$ cat src/rtl/aes128_package.sv
// Shared types and helpers for the masked AES datapath: the quadratic-term count
// used by the HPC3 multipliers and the xorshift64 randomness generator.
package aes128_package;

  localparam logic [63:0] XS_ZERO_SEED = 64'h9E3779B97F4A7C15;

  typedef enum logic [1:0] {IDLE, SEED_HI, WARMUP, RUN} rng_state_e;

  function automatic int num_quad(input int numShares);
    return numShares * (numShares - 1) / 2;
  endfunction

  // One xorshift64 step: shifts 13, 7, 17 applied in that order.
  function automatic logic [63:0] xorshift64_step(input logic [63:0] x);
    logic [63:0] t;
    t = x ^ (x << 13);
    t = t ^ (t >> 7);
    t = t ^ (t << 17);
    return t;
  endfunction

endpackage

$ cat src/rtl/masked_rand_gen_xorshift64_core.sv
// Combinational next-state logic of the xorshift64 generator; no state is held here.
module xorshift64_core
  import aes128_package::*;
(
  input  logic [63:0] x_i,
  output logic [63:0] x_o
);

  assign x_o = xorshift64_step(x_i);

endmodule

$ cat src/rtl/masked_rand_gen.sv
// Fresh-randomness source for the HPC3 multiplier layer: a seeded xorshift64 generator
// whose state is sliced into disjoint in_r / in_p words for each multiplier.
module masked_rand_gen
  import aes128_package::*;
#(
  parameter int NUM_SHARES = 3,
  parameter int BIT_WIDTH  = 1,
  parameter int NUM_MULS   = 2,
  parameter int WARMUP     = 4,
  localparam int NUM_QUADRATIC = num_quad(NUM_SHARES)
) (
  input  logic                                                in_clock,
  input  logic                                                in_reset,
  input  logic [31:0]                                         in_seed,
  input  logic                                                in_seed_valid,
  output logic                                                out_seed_ready,
  output logic [NUM_MULS-1:0][NUM_QUADRATIC-1:0][BIT_WIDTH-1:0] out_r,
  output logic [NUM_MULS-1:0][NUM_QUADRATIC-1:0][BIT_WIDTH-1:0] out_p,
  output logic                                                out_valid
);

  localparam int OUT_BITS = 2 * NUM_MULS * NUM_QUADRATIC * BIT_WIDTH;
  localparam int R_BITS   = OUT_BITS / 2;
  localparam logic [7:0] WARM_LAST = 8'((WARMUP > 0) ? WARMUP - 1 : 0);

  if (OUT_BITS > 64) begin : g_out_bits_check
    $error("masked_rand_gen: OUT_BITS exceeds the 64-bit generator state");
  end
  if (WARMUP < 0 || WARMUP > 255) begin : g_warmup_check
    $error("masked_rand_gen: WARMUP must lie in 0..255");
  end

  rng_state_e        state_q, state_d;
  logic [63:0]       x_q, x_d, xStep;
  logic [7:0]        cnt_q, cnt_d;
  logic              valid_q, valid_d;
  logic [R_BITS-1:0] r_q, r_d, p_q, p_d;
  logic              seedFire;

  xorshift64_core u_core (
    .x_i (x_q),
    .x_o (xStep)
  );

  assign out_seed_ready = (state_q != aes128_package::WARMUP);
  assign seedFire       = in_seed_valid && out_seed_ready;

  // Outputs are registered from the RUN-state value of x, so they lag the generator
  // by one cycle and a reseed still lets the current RUN word out.
  always_comb begin
    state_d = state_q;
    x_d     = x_q;
    cnt_d   = cnt_q;
    valid_d = 1'b0;
    r_d     = '0;
    p_d     = '0;
    case (state_q)
      IDLE: begin
        if (seedFire) begin
          x_d[31:0] = in_seed;
          state_d   = SEED_HI;
        end
      end
      SEED_HI: begin
        if (seedFire) begin
          if ({in_seed, x_q[31:0]} == 64'd0) x_d = XS_ZERO_SEED;
          else                               x_d = {in_seed, x_q[31:0]};
          cnt_d   = 8'd0;
          state_d = (WARMUP == 0) ? RUN : aes128_package::WARMUP;
        end
      end
      aes128_package::WARMUP: begin
        x_d   = xStep;
        cnt_d = cnt_q + 8'd1;
        if (cnt_q == WARM_LAST) state_d = RUN;
      end
      RUN: begin
        valid_d = 1'b1;
        r_d     = x_q[R_BITS-1:0];
        p_d     = x_q[OUT_BITS-1:R_BITS];
        if (seedFire) begin
          x_d[31:0] = in_seed;
          state_d   = SEED_HI;
        end else begin
          x_d = xStep;
        end
      end
      default: state_d = IDLE;
    endcase
  end

  always_ff @(posedge in_clock or negedge in_reset) begin
    if (!in_reset) begin
      state_q <= IDLE;
      x_q     <= '0;
      cnt_q   <= '0;
      valid_q <= 1'b0;
      r_q     <= '0;
      p_q     <= '0;
    end else begin
      state_q <= state_d;
      x_q     <= x_d;
      cnt_q   <= cnt_d;
      valid_q <= valid_d;
      r_q     <= r_d;
      p_q     <= p_d;
    end
  end

  assign out_r     = r_q;
  assign out_p     = p_q;
  assign out_valid = valid_q;

endmodule

$ cat config.mk
export PLATFORM = sky130hd
export DESIGN_NAME = masked_rand_gen
export DESIGN_NICKNAME = d
export VERILOG_FILES = /design/src/rtl/aes128_package.sv /design/src/rtl/masked_rand_gen_xorshift64_core.sv /design/src/rtl/masked_rand_gen.sv
export SDC_FILE = /design/constraint.sdc
export NUM_CORES = 1
export LEC_CHECK = 0
export ABC_CLOCK_PERIOD_IN_PS = 6600
export BUFFER_PORTS_ARGS = -buffer_cell sky130_fd_sc_hd__buf_2
export CORE_AREA = 5 5 121 100
export CTS_CLUSTER_DIAMETER = 100
export DETAILED_ROUTE_END_ITERATION = 10
export DIE_AREA = 0 0 126 105
export PLACE_DENSITY = 0.74
export SLEW_MARGIN = 25
export SYNTH_ARGS = -nofsm -noshare
export SYNTH_HDL_FRONTEND = slang
export SYNTH_SLANG_ARGS = --single-unit
export TNS_END_PERCENT = 50
$ cat constraint.sdc
create_clock -name in_clock -period 6.6 [get_ports in_clock]
set_clock_uncertainty 0.1 [all_clocks]
set_input_delay 0.33 -clock in_clock [delete_from_list [all_inputs] [get_ports in_clock]]
set_output_delay 0.33 -clock in_clock [all_outputs]
set_load 0.03 [all_outputs]
==> After elaboration in Yosys (flattened, before gate mapping) <==
Index checks and enable logic that the tools add are counted.
{ "word_totals": {"register_bits": 87, "latchBits": 0, "ram_bits": 0, "mem_bits_ro": 0, "input_bits": 35, "out_inout_bits": 14, "elab_cells": 48, "memories": 0} }
{ "classes": {"n_addsub": 1, "n_mul": 0, "div": 0, "magnitude_cmp": 0, "n_eq_ne": 11, "shifts": 0, "mux": 16, "bitwise_logic": 3, "reduce_logical": 10} }
{ "ops": {"columns": ["operator", "n"], "rows": [
  ["two-way mux 64 bit", 2],
  ["case mux 32 bit (4 select lines)", 1],
  ["XOR 64 bit", 2],
  ["two-way mux 32 bit", 3],
  ["case mux 32 bit (3 select lines)", 1],
  ["logical NOT 64 bit", 1],
  ["XOR 64 x 57 -> 64 bit", 1],
  ["case mux 8 bit (2 select lines)", 1],
  ["two-way mux 6 bit", 2],
  ["!= test 2 bit (second input constant)", 6],
  ["AND reduction 3 bit", 3],
  ["adder 8 x 1 -> 8 bit (second input constant)", 1],
  ["equality test 8 x 2 -> 1 bit (second input constant)", 1],
  ["two-way mux 8 bit", 1],
  ["two-way mux 2 bit", 3],
  ["case mux 2 bit (3 select lines)", 1],
  ["equality test 2 bit (second input constant)", 2],
  ["nonzero test 3 bit", 1],
  ["equality test 2 x 1 -> 1 bit (second input constant)", 1],
  ["logical NOT 2 bit", 1],
  ["!= test 2 x 1 -> 1 bit (second input constant)", 1],
  ["AND reduction 2 bit", 1],
  ["nonzero test 2 bit", 1],
  ["OR reduction 2 bit", 1],
  ["2 further kinds", 2]
]} }

==> Depth between registers and ports, before layout <==
Gate-level depths: netlist of the first run.
{ "logic_depth": {"depth_word": 5, "depth_mapped": 10, "depth_no_buf": 8} }

==> Modules after synthesis <==
Synthesis of the first run repeated with hierarchy kept, for this count alone.
{ "unflattened": {"hier_cells": 577, "area_unflattened_um2": 5659.2} }
{ "by_module_without_submodules": {"columns": ["module", "n_inst", "cells_per_inst", "area_each_um2", "seq_area_each_um2"], "rows": [
  ["masked_rand_gen", 1, 409, 4157.7, 2177.1],
  ["xorshift64_core", 1, 168, 1501.4, 0.0]
]} }

==> Worst setup path before layout of the first run <==
OpenSTA, ideal clock, no wires.
{ "synth_path": {"kind": "reg-to-reg", "from": "reg x_q[26]", "to": "reg x_q[2]", "setup_time_ns": 0.118, "arrival_time_ns": 2.048, "required_ns": 6.382, "setup_slack_ns": 4.334, "path_stages_with_launch": 9, "n_path_buf": 2, "period_less_slack_ns": 2.266, "path_cell_list": "dfrtp_1 -> clkbuf_1 -> nor4_1 -> nand4_1 -> or4_4 -> a21oi_2 -> buf_4 -> o21ai_1 -> a21o_1"} }
{ "synth_via": {"elab_chain_len": 3} }
{ "synth_lines": {"columns": ["item", "line", "text"], "rows": [
  ["start, declared", "masked_rand_gen.sv:34", "logic [63:0] x_q, x_d, xStep;"],
  ["start signal, assigned", "masked_rand_gen.sv:95", "x_q <= '0;"],
  ["start signal, assigned", "masked_rand_gen.sv:102", "x_q <= x_d;"],
  ["logical NOT 64 bit", "masked_rand_gen.sv:66", "if ({in_seed, x_q[31:0]} == 64'd0) x_d = XS_ZERO_SEED;"],
  ["!= test 2 bit (no line)", null, null],
  ["AND reduction 3 bit (no line)", null, null]
]} }
Every way passes these cells.
A chain may end at the register's enable or synchronous reset.

==> Final worst setup path of the first run <==
{ "layout_path": {"from": "reg state_q[0]", "to": "reg x_q[36]"} }
{ "layout_via": {"elab_chain_len": 4, "elab_cells_between_ends": 10, "cone_classes": "eq/ne: 6; mux: 1; reduce/logical: 3"} }
{ "layout_lines": {"columns": ["item", "line", "text"], "rows": [
  ["start, declared", "masked_rand_gen.sv:33", "rng_state_e state_q, state_d;"],
  ["start signal, assigned", "masked_rand_gen.sv:101", "state_q <= state_d;"],
  ["!= test 2 bit", "masked_rand_gen.sv:45", "assign out_seed_ready = (state_q != aes128_package::WARMUP);"],
  ["logical AND 1 bit", "masked_rand_gen.sv:46", "assign seedFire = in_seed_valid && out_seed_ready;"],
  ["!= test 2 bit (no line)", null, null],
  ["AND reduction 3 bit (no line)", null, null]
]} }
Several ways; a longest one is shown, not always the timed one.

==> results of run 1 <==
[area by class of cell]
class                           instances  area (µm²)
Clock buffer                           12       256.5
Clock inverter                          4       20.02
Sequential cell                        87        2177
Tap cell                              144       180.2
Inverter                               14       52.55
Timing Repair Buffer                   55       297.8
Fill cell                             991        4260
Multi-Input combinational cell        510        3476
[flip-flops by register name (all words and copies together) (netlist names)]
name and cells:
out_p 6, x_q 64, out_r 6, state_q 2, out_valid 1, cnt_q 8
[synth_stat cells (all sizes together) (3+ instances only)]
library cell | n | area share, %
o21ai | 64 | 5.4
dfrtp | 87 | 37
nand3 | 7 | 0.60
clkbuf | 35 | 2.2
o31a | 6 | 0.89
buf | 11 | 0.94
mux2i | 5 | 0.85
nor3 | 8 | 0.68
a32oi | 5 | 0.74
a2bb2oi | 6 | 1.2
xnor2 | 134 | 20
and2 | 9 | 0.96
a31oi | 13 | 1.4
ha | 7 | 1.5
a21oi | 28 | 2.4
nand2 | 54 | 3.4
nand4 | 5 | 0.53
and3 | 3 | 0.32
a221oi | 6 | 0.89
nor4 | 17 | 1.9
nor2b | 3 | 0.32
o22ai | 22 | 2.3
xor2 | 41 | 6.1
inv | 14 | 0.89
nor2 | 41 | 2.6
a21o | 5 | 0.64
a22oi | 8 | 1.0
[critical path: stages (launching register included)]
cell	delay (ns)
dfrtp_1	0.43
inv_1	0.12
ha_1	0.45
nor2b_1	0.92
a21o_1	0.80
a21o_1	0.15
buf_4	0.46
a21oi_1	0.06
o21ai_0	0.10
a21bo_2	0.25
[timing repair]
item / in CTS / in global routing
hold buffers: 1 / 0
endpoints found under the setup margin: 0 / 0
hold endpoints to repair: 41 / 0
[layer usage]
layer / GRT usage [%] / share of wire, %
met5: 0 / 0
met4: 6.891 / 2.2
met3: 6.017 / 9.8
met2: 41.99 / 44
met1: 42.04 / 44
[cell usage in the layout (no fill, tap or decap), drive strengths merged, types with 7 or more instances in the layout]
cell	netlist	final
xnor2	134	134
dfrtp	87	87
o21ai	64	64
nand2	54	54
buf	11	54
nor2	41	41
xor2	41	41
a21oi	28	28
o22ai	22	22
nor4	17	17
inv	14	14
a31oi	13	13
clkbuf	35	12
and2	9	9
nor3	8	8
a22oi	8	8
nand3	7	7
ha	7	7
[logic make-up after synthesis]
group | count (synthesis) | synth area share (%)
AOI/OAI and AO/OA | 172 | 18.35
xor gates and xnor gates | 176 | 26.42
adders and majority gates | 7 | 1.488
buffers and inverters | 60 | 4.061
DFF | 87 | 36.99
muxes | 5 | 0.8504
and+or+nand+nor | 150 | 11.84
[worst min-delay path by stage]
stage / endpoint / slack (ns)
floorplan: cnt_q[0] / -0.07
global placement: x_q[23] / 0.25
detailed placement: out_p[4] / 0.27
CTS: x_q[24] / 0.18
global route: x_q[24] / 0.21
finish: x_q[24] / 0.19
[metrics by stage]
step	utilization [%]	hold slack [ns]	cell area [µm²]	setup WS (ns)	instances
2_1_floorplan	-	-0.06559	5886	4.334	657
3_3_place_gp	57.59	0.2549	6173	2.939	809
3_5_place_dp	57.59	0.2662	6173	2.777	809
4_1_cts	60.26	0.1850	6460	2.741	826
5_1_grt	60.26	0.2080	6460	2.410	826
6_report	60.26	0.1925	6460	2.634	826
==> reports/results.ini, run 1 <==
[status]
outcome=completed

[worst_setup_path]
critical_path.endpoint=x_q[36]
setup.worst_path.start=state_q[0]
reg2reg_to=x_q[36]
rrSetupSlack_ns=2.63
rr_startpoint=state_q[0]
start_kind=flip-flop
required_ns=6.73
end_kind=flip-flop
arrival_ns=4.10
cp_max_fo=64
rr_worst_depth=9
path_class=reg2reg

[clocking]
clk_latency_ns=0.34
clock-sinks=87
tritoncts=built
cts_buffers=9
htreeDepth=3
clock_path_buffers=2
cts-root-buf=clkbuf_16
cts_setup_buffers=0
cts.repair.resized=0
clkTransAtPathRegs_ns=0.06

[sta]
setup_viol=0
maxSlewViolCount=0
relSlewSlack_pct=28.70
fin_crit_ns=3.966
clock.fmax_mhz=252.1
timing.setup.tns_ns=0
rsz0062_at_grt=no
hold_viol=0
worst_pin_slew_ns=1.067
timing.final.crit_share_pct=60.09

[floorplan]
die-area_um2=13230
initial_core_util_pct=54.90
io_pins=49
die_w_um=126
design.core.area_um2=10720
chipHeight_um=105
rows=34

[yosys]
synth_edf_count=0
ys_ff_latch=87
syn_avg_cell_area_um2=8.958
ys_async_sr_fraction_pct=100.0
ys_types=44
syn-num-nets=699
synthesis.area_um2=5886
postSynthCellCount=657
yosysSeqAreaShare_pct=36.99
synthFlopType=dfrtp_1
yosysWarnings=0

[global_route]
grt_pass1_wl_um=29010
grt_max_degree=65
grt_overflow=0
grt_pass1_vias=4907
grt_usage_pct=28.24
antenna_found_initial=0

[routing]
dr.pass1.iters=7
antenna_left=0
dr_total_vias=5119
routed_wl_um=18490
viasPerCell=6.197
wl_per_cell_um=22.38
drt_iter0_drc=540
drc=0

[placement]
routabilityCongestion=0.9598
dpl.hpwl_um=13660
port_buffers=48

[hold_path]
hold_class=in2reg
hold_depth=2
min_from=in_seed[24]

[final_layout]
antenna_cells=0
nets=719
layout-drive-gt1-share_pct=11.29
area_growth_pct=9.758

[job]
drv_cap=0

Power of run 1 is not shown: default switching activity piles up to over one toggle a cycle in this logic, so the estimate is an artifact.
==> inputs of run 2 (changes only) <==
--- a/config.mk
+++ b/config.mk
@@ -5,12 +5,13 @@
 export SDC_FILE = /design/constraint.sdc
 export NUM_CORES = 1
 export LEC_CHECK = 0
-export ABC_CLOCK_PERIOD_IN_PS = 6600
+export ABC_AREA = 1
+export ABC_CLOCK_PERIOD_IN_PS = 4000
 export BUFFER_PORTS_ARGS = -buffer_cell sky130_fd_sc_hd__buf_2
-export CORE_AREA = 5 5 121 100
+export CORE_AREA = 5 5 131 108
 export CTS_CLUSTER_DIAMETER = 100
 export DETAILED_ROUTE_END_ITERATION = 10
-export DIE_AREA = 0 0 126 105
+export DIE_AREA = 0 0 136 113
 export PLACE_DENSITY = 0.74
 export SLEW_MARGIN = 25
 export SYNTH_ARGS = -nofsm -noshare
==> constraint.sdc (replaced) <==
create_clock -name in_clock -period 4 [get_ports in_clock]
set_clock_uncertainty 0.1 [all_clocks]
set_input_delay 0.2 -clock in_clock [delete_from_list [all_inputs] [get_ports in_clock]]
set_output_delay 0.2 -clock in_clock [all_outputs]
set_load 0.03 [all_outputs]
==> reports/results.ini, run 2 <==
[sta]
hold_slack_ns=0.05803  ; -0.1345 ns
final.setup.worst_slack_ns=0.9572  ; -1.677 ns
clock.fmax_mhz=328.6  ; +30%
setup_viol=0  ; unchanged
timing.final.crit_share_pct=76.07  ; +16 points
hold_viol=0  ; unchanged
worst_pin_slew_ns=0.9132  ; -0.1540 ns
relSlewSlack_pct=39.11  ; +10 points
fin_crit_ns=3.043  ; -0.9233 ns
rsz0062_at_grt=no
timing.setup.tns_ns=0  ; unchanged
maxSlewViolCount=0  ; unchanged

[clocking]
clk_latency_ns=0.36  ; +0.02 ns
tritoncts=built
clock-sinks=87  ; unchanged
clock_path_buffers=2  ; unchanged
cts-root-buf=clkbuf_16
htreeDepth=3  ; unchanged
clkTransAtPathRegs_ns=0.08  ; +0.02 ns
cts_buffers=9  ; unchanged
cts.repair.resized=0  ; unchanged

[final_layout]
mostFrequentLayoutCell=nand2_1
largest_reg_flops=64  ; unchanged
reg_top3=x_q: 64 flops, cnt_q: 8 flops
antenna_cells=0  ; unchanged
final_cell_mix=nand2_1, nor2_1, inv_1, nand3_1, dfrtp_1
nets=1181  ; +64%
regMostFlops=x_q
area_growth_pct=7.862
layout-drive-gt1-share_pct=7.955  ; -3.3 points
final_cell_count_no_fill=1319  ; +60%

[routing]
dr.pass1.iters=5  ; -2
wl_per_cell_um=17.11  ; -24%
drc=0  ; unchanged
dr_total_vias=7280  ; +42%
routed_wl_um=22560  ; +22%
viasPerCell=5.519  ; -11%
drt_iter0_drc=894  ; +66%
antenna_left=0  ; unchanged

[yosys]
synth_most_common_cell=nand2_1
yosysTopAreaCell=dfrtp_1
synth_edf_count=0  ; unchanged
syn-num-nets=1163  ; +66%
ys_async_sr_fraction_pct=100.0  ; unchanged
ys_ff_latch=87  ; unchanged
postSynthCellCount=1121  ; +71%
yosysWarnings=0  ; unchanged
synth_common_cells=nand2_1, nor2_1, inv_1, nand3_1, dfrtp_1
synth.area.top_cells=dfrtp_1, nand2_1, nor2_1
ys_types=34  ; -23%
syn_avg_cell_area_um2=6.204  ; -31%
synthFlopType=dfrtp_1
synthesis.area_um2=6954  ; +18%
yosysSeqAreaShare_pct=31.31  ; -5.7 points
synth_top_area_share_pct=31.31  ; -5.7 points

[worst_setup_path]
path_class=reg2reg
end_kind=flip-flop
arrival_ns=3.19  ; -0.91 ns
start_kind=flip-flop
required_ns=4.14  ; -2.59 ns
cp_max_fo=26  ; -59%

[placement]
routabilityCongestion=1.001  ; +4.3%
dpl.hpwl_um=17300  ; +27%
place_ws_ns=1.049  ; -1.728 ns
port_buffers=48  ; unchanged
placed_cells=1302  ; +61%

[global_route]
antenna_found_initial=1  ; +1
grt_overflow=0  ; unchanged
grt_pass1_vias=6661  ; +36%
grt_pass1_wl_um=36280  ; +25%
grt_max_degree=63  ; -3.1%
grt_usage_pct=30.55  ; +2.3 points

[floorplan]
chipHeight_um=113  ; +7.6%
initial_core_util_pct=55.02  ; +0.12 points
die_w_um=136  ; +7.9%
rows=37  ; +8.8%
design.core.area_um2=12640  ; +18%
die-area_um2=15370  ; +16%
io_pins=49  ; unchanged

[status]
outcome=completed

[job]
drv_cap=0  ; unchanged

[hold_path]
hold_class=in2reg

==> run 2: changes by cell type in the layout (fill, tap and decap cells not counted), sizes merged, moves of 16 or more <==
cell	delta
a21oi	+17
o21ai	-34
xor2	-16
xnor2	-88
nand2	+406
o22ai	-22
inv	+102
nor2	+95
nand3	+81
nor4	-16
==> run 2: cell type report <==
cell class	count	area, µm²
clock buffers	10	239.0
fillers	1268	5137
well taps	175	219.0
inverters	113	424.2
clock inverters	6	50.05
flip-flops and latches	87	2177
multi-input cells	875	4109
repair buffers	53	282.8
==> run 2: cells by family after synthesis <==
| group | after synthesis | synth area share, % |
|---|---|---|
| simple gates | 701 | 40.93 |
| buf+inv | 159 | 9.644 |
| compound gates | 96 | 7.917 |
| flops | 87 | 31.31 |
| xor+xnor | 71 | 8.942 |
| fa+ha+maj | 7 | 1.259 |
==> run 2: routing by layer <==
metal,global-route usage [%],share of wire (%),vias up
met5,0,0.062,-
met4,10.01,3.2,2
met3,8.400,13,67
met2,45.33,42,395
met1,43.16,42,3305
li1,-,-,3511
==> run 2: worst paths after layout <==
check	start	end	slack, ns	cells past startpoint
min in group asynchronous	in_reset	cnt_q[4]	0.39	2
max in group asynchronous	in_reset	x_q[42]	2.52	3
worst min-delay path	in_seed[6]	x_q[38]	0.06	3
worst min register to register	x_q[58]	x_q[58]	0.41	2
worst max-delay path	state_q[0]	x_q[34]	0.96	12
worst max register to register	state_q[0]	x_q[34]	0.96	12
==> run 2: timing repair <==
action	4_1_cts	5_1_grt
endpoints found under the hold margin	61	0
hold buffers	1	0
buffers inserted	0	0
==> run 2: metrics by stage <==
stage,cell area [µm²],utilization [%]
2_1_floorplan,6954,-
3_3_place_gp,7199,56.96
3_5_place_dp,7199,56.96
4_1_cts,7498,59.33
5_1_grt,7501,59.35
6_report,7501,59.35
==> run 2: critical path, stage by stage (launching register included) <==
cell	delay, ns
dfrtp_1	0.41
inv_1	0.10
ha_1	0.28
inv_2	0.08
nand2_1	0.12
inv_2	0.15
nand2_1	0.11
nand2_2	0.38
inv_2	0.08
o21ai_2	0.36
inv_2	0.45
o211ai_1	0.23
nand2_1	0.07
Power of run 2 is left out for the same reason.
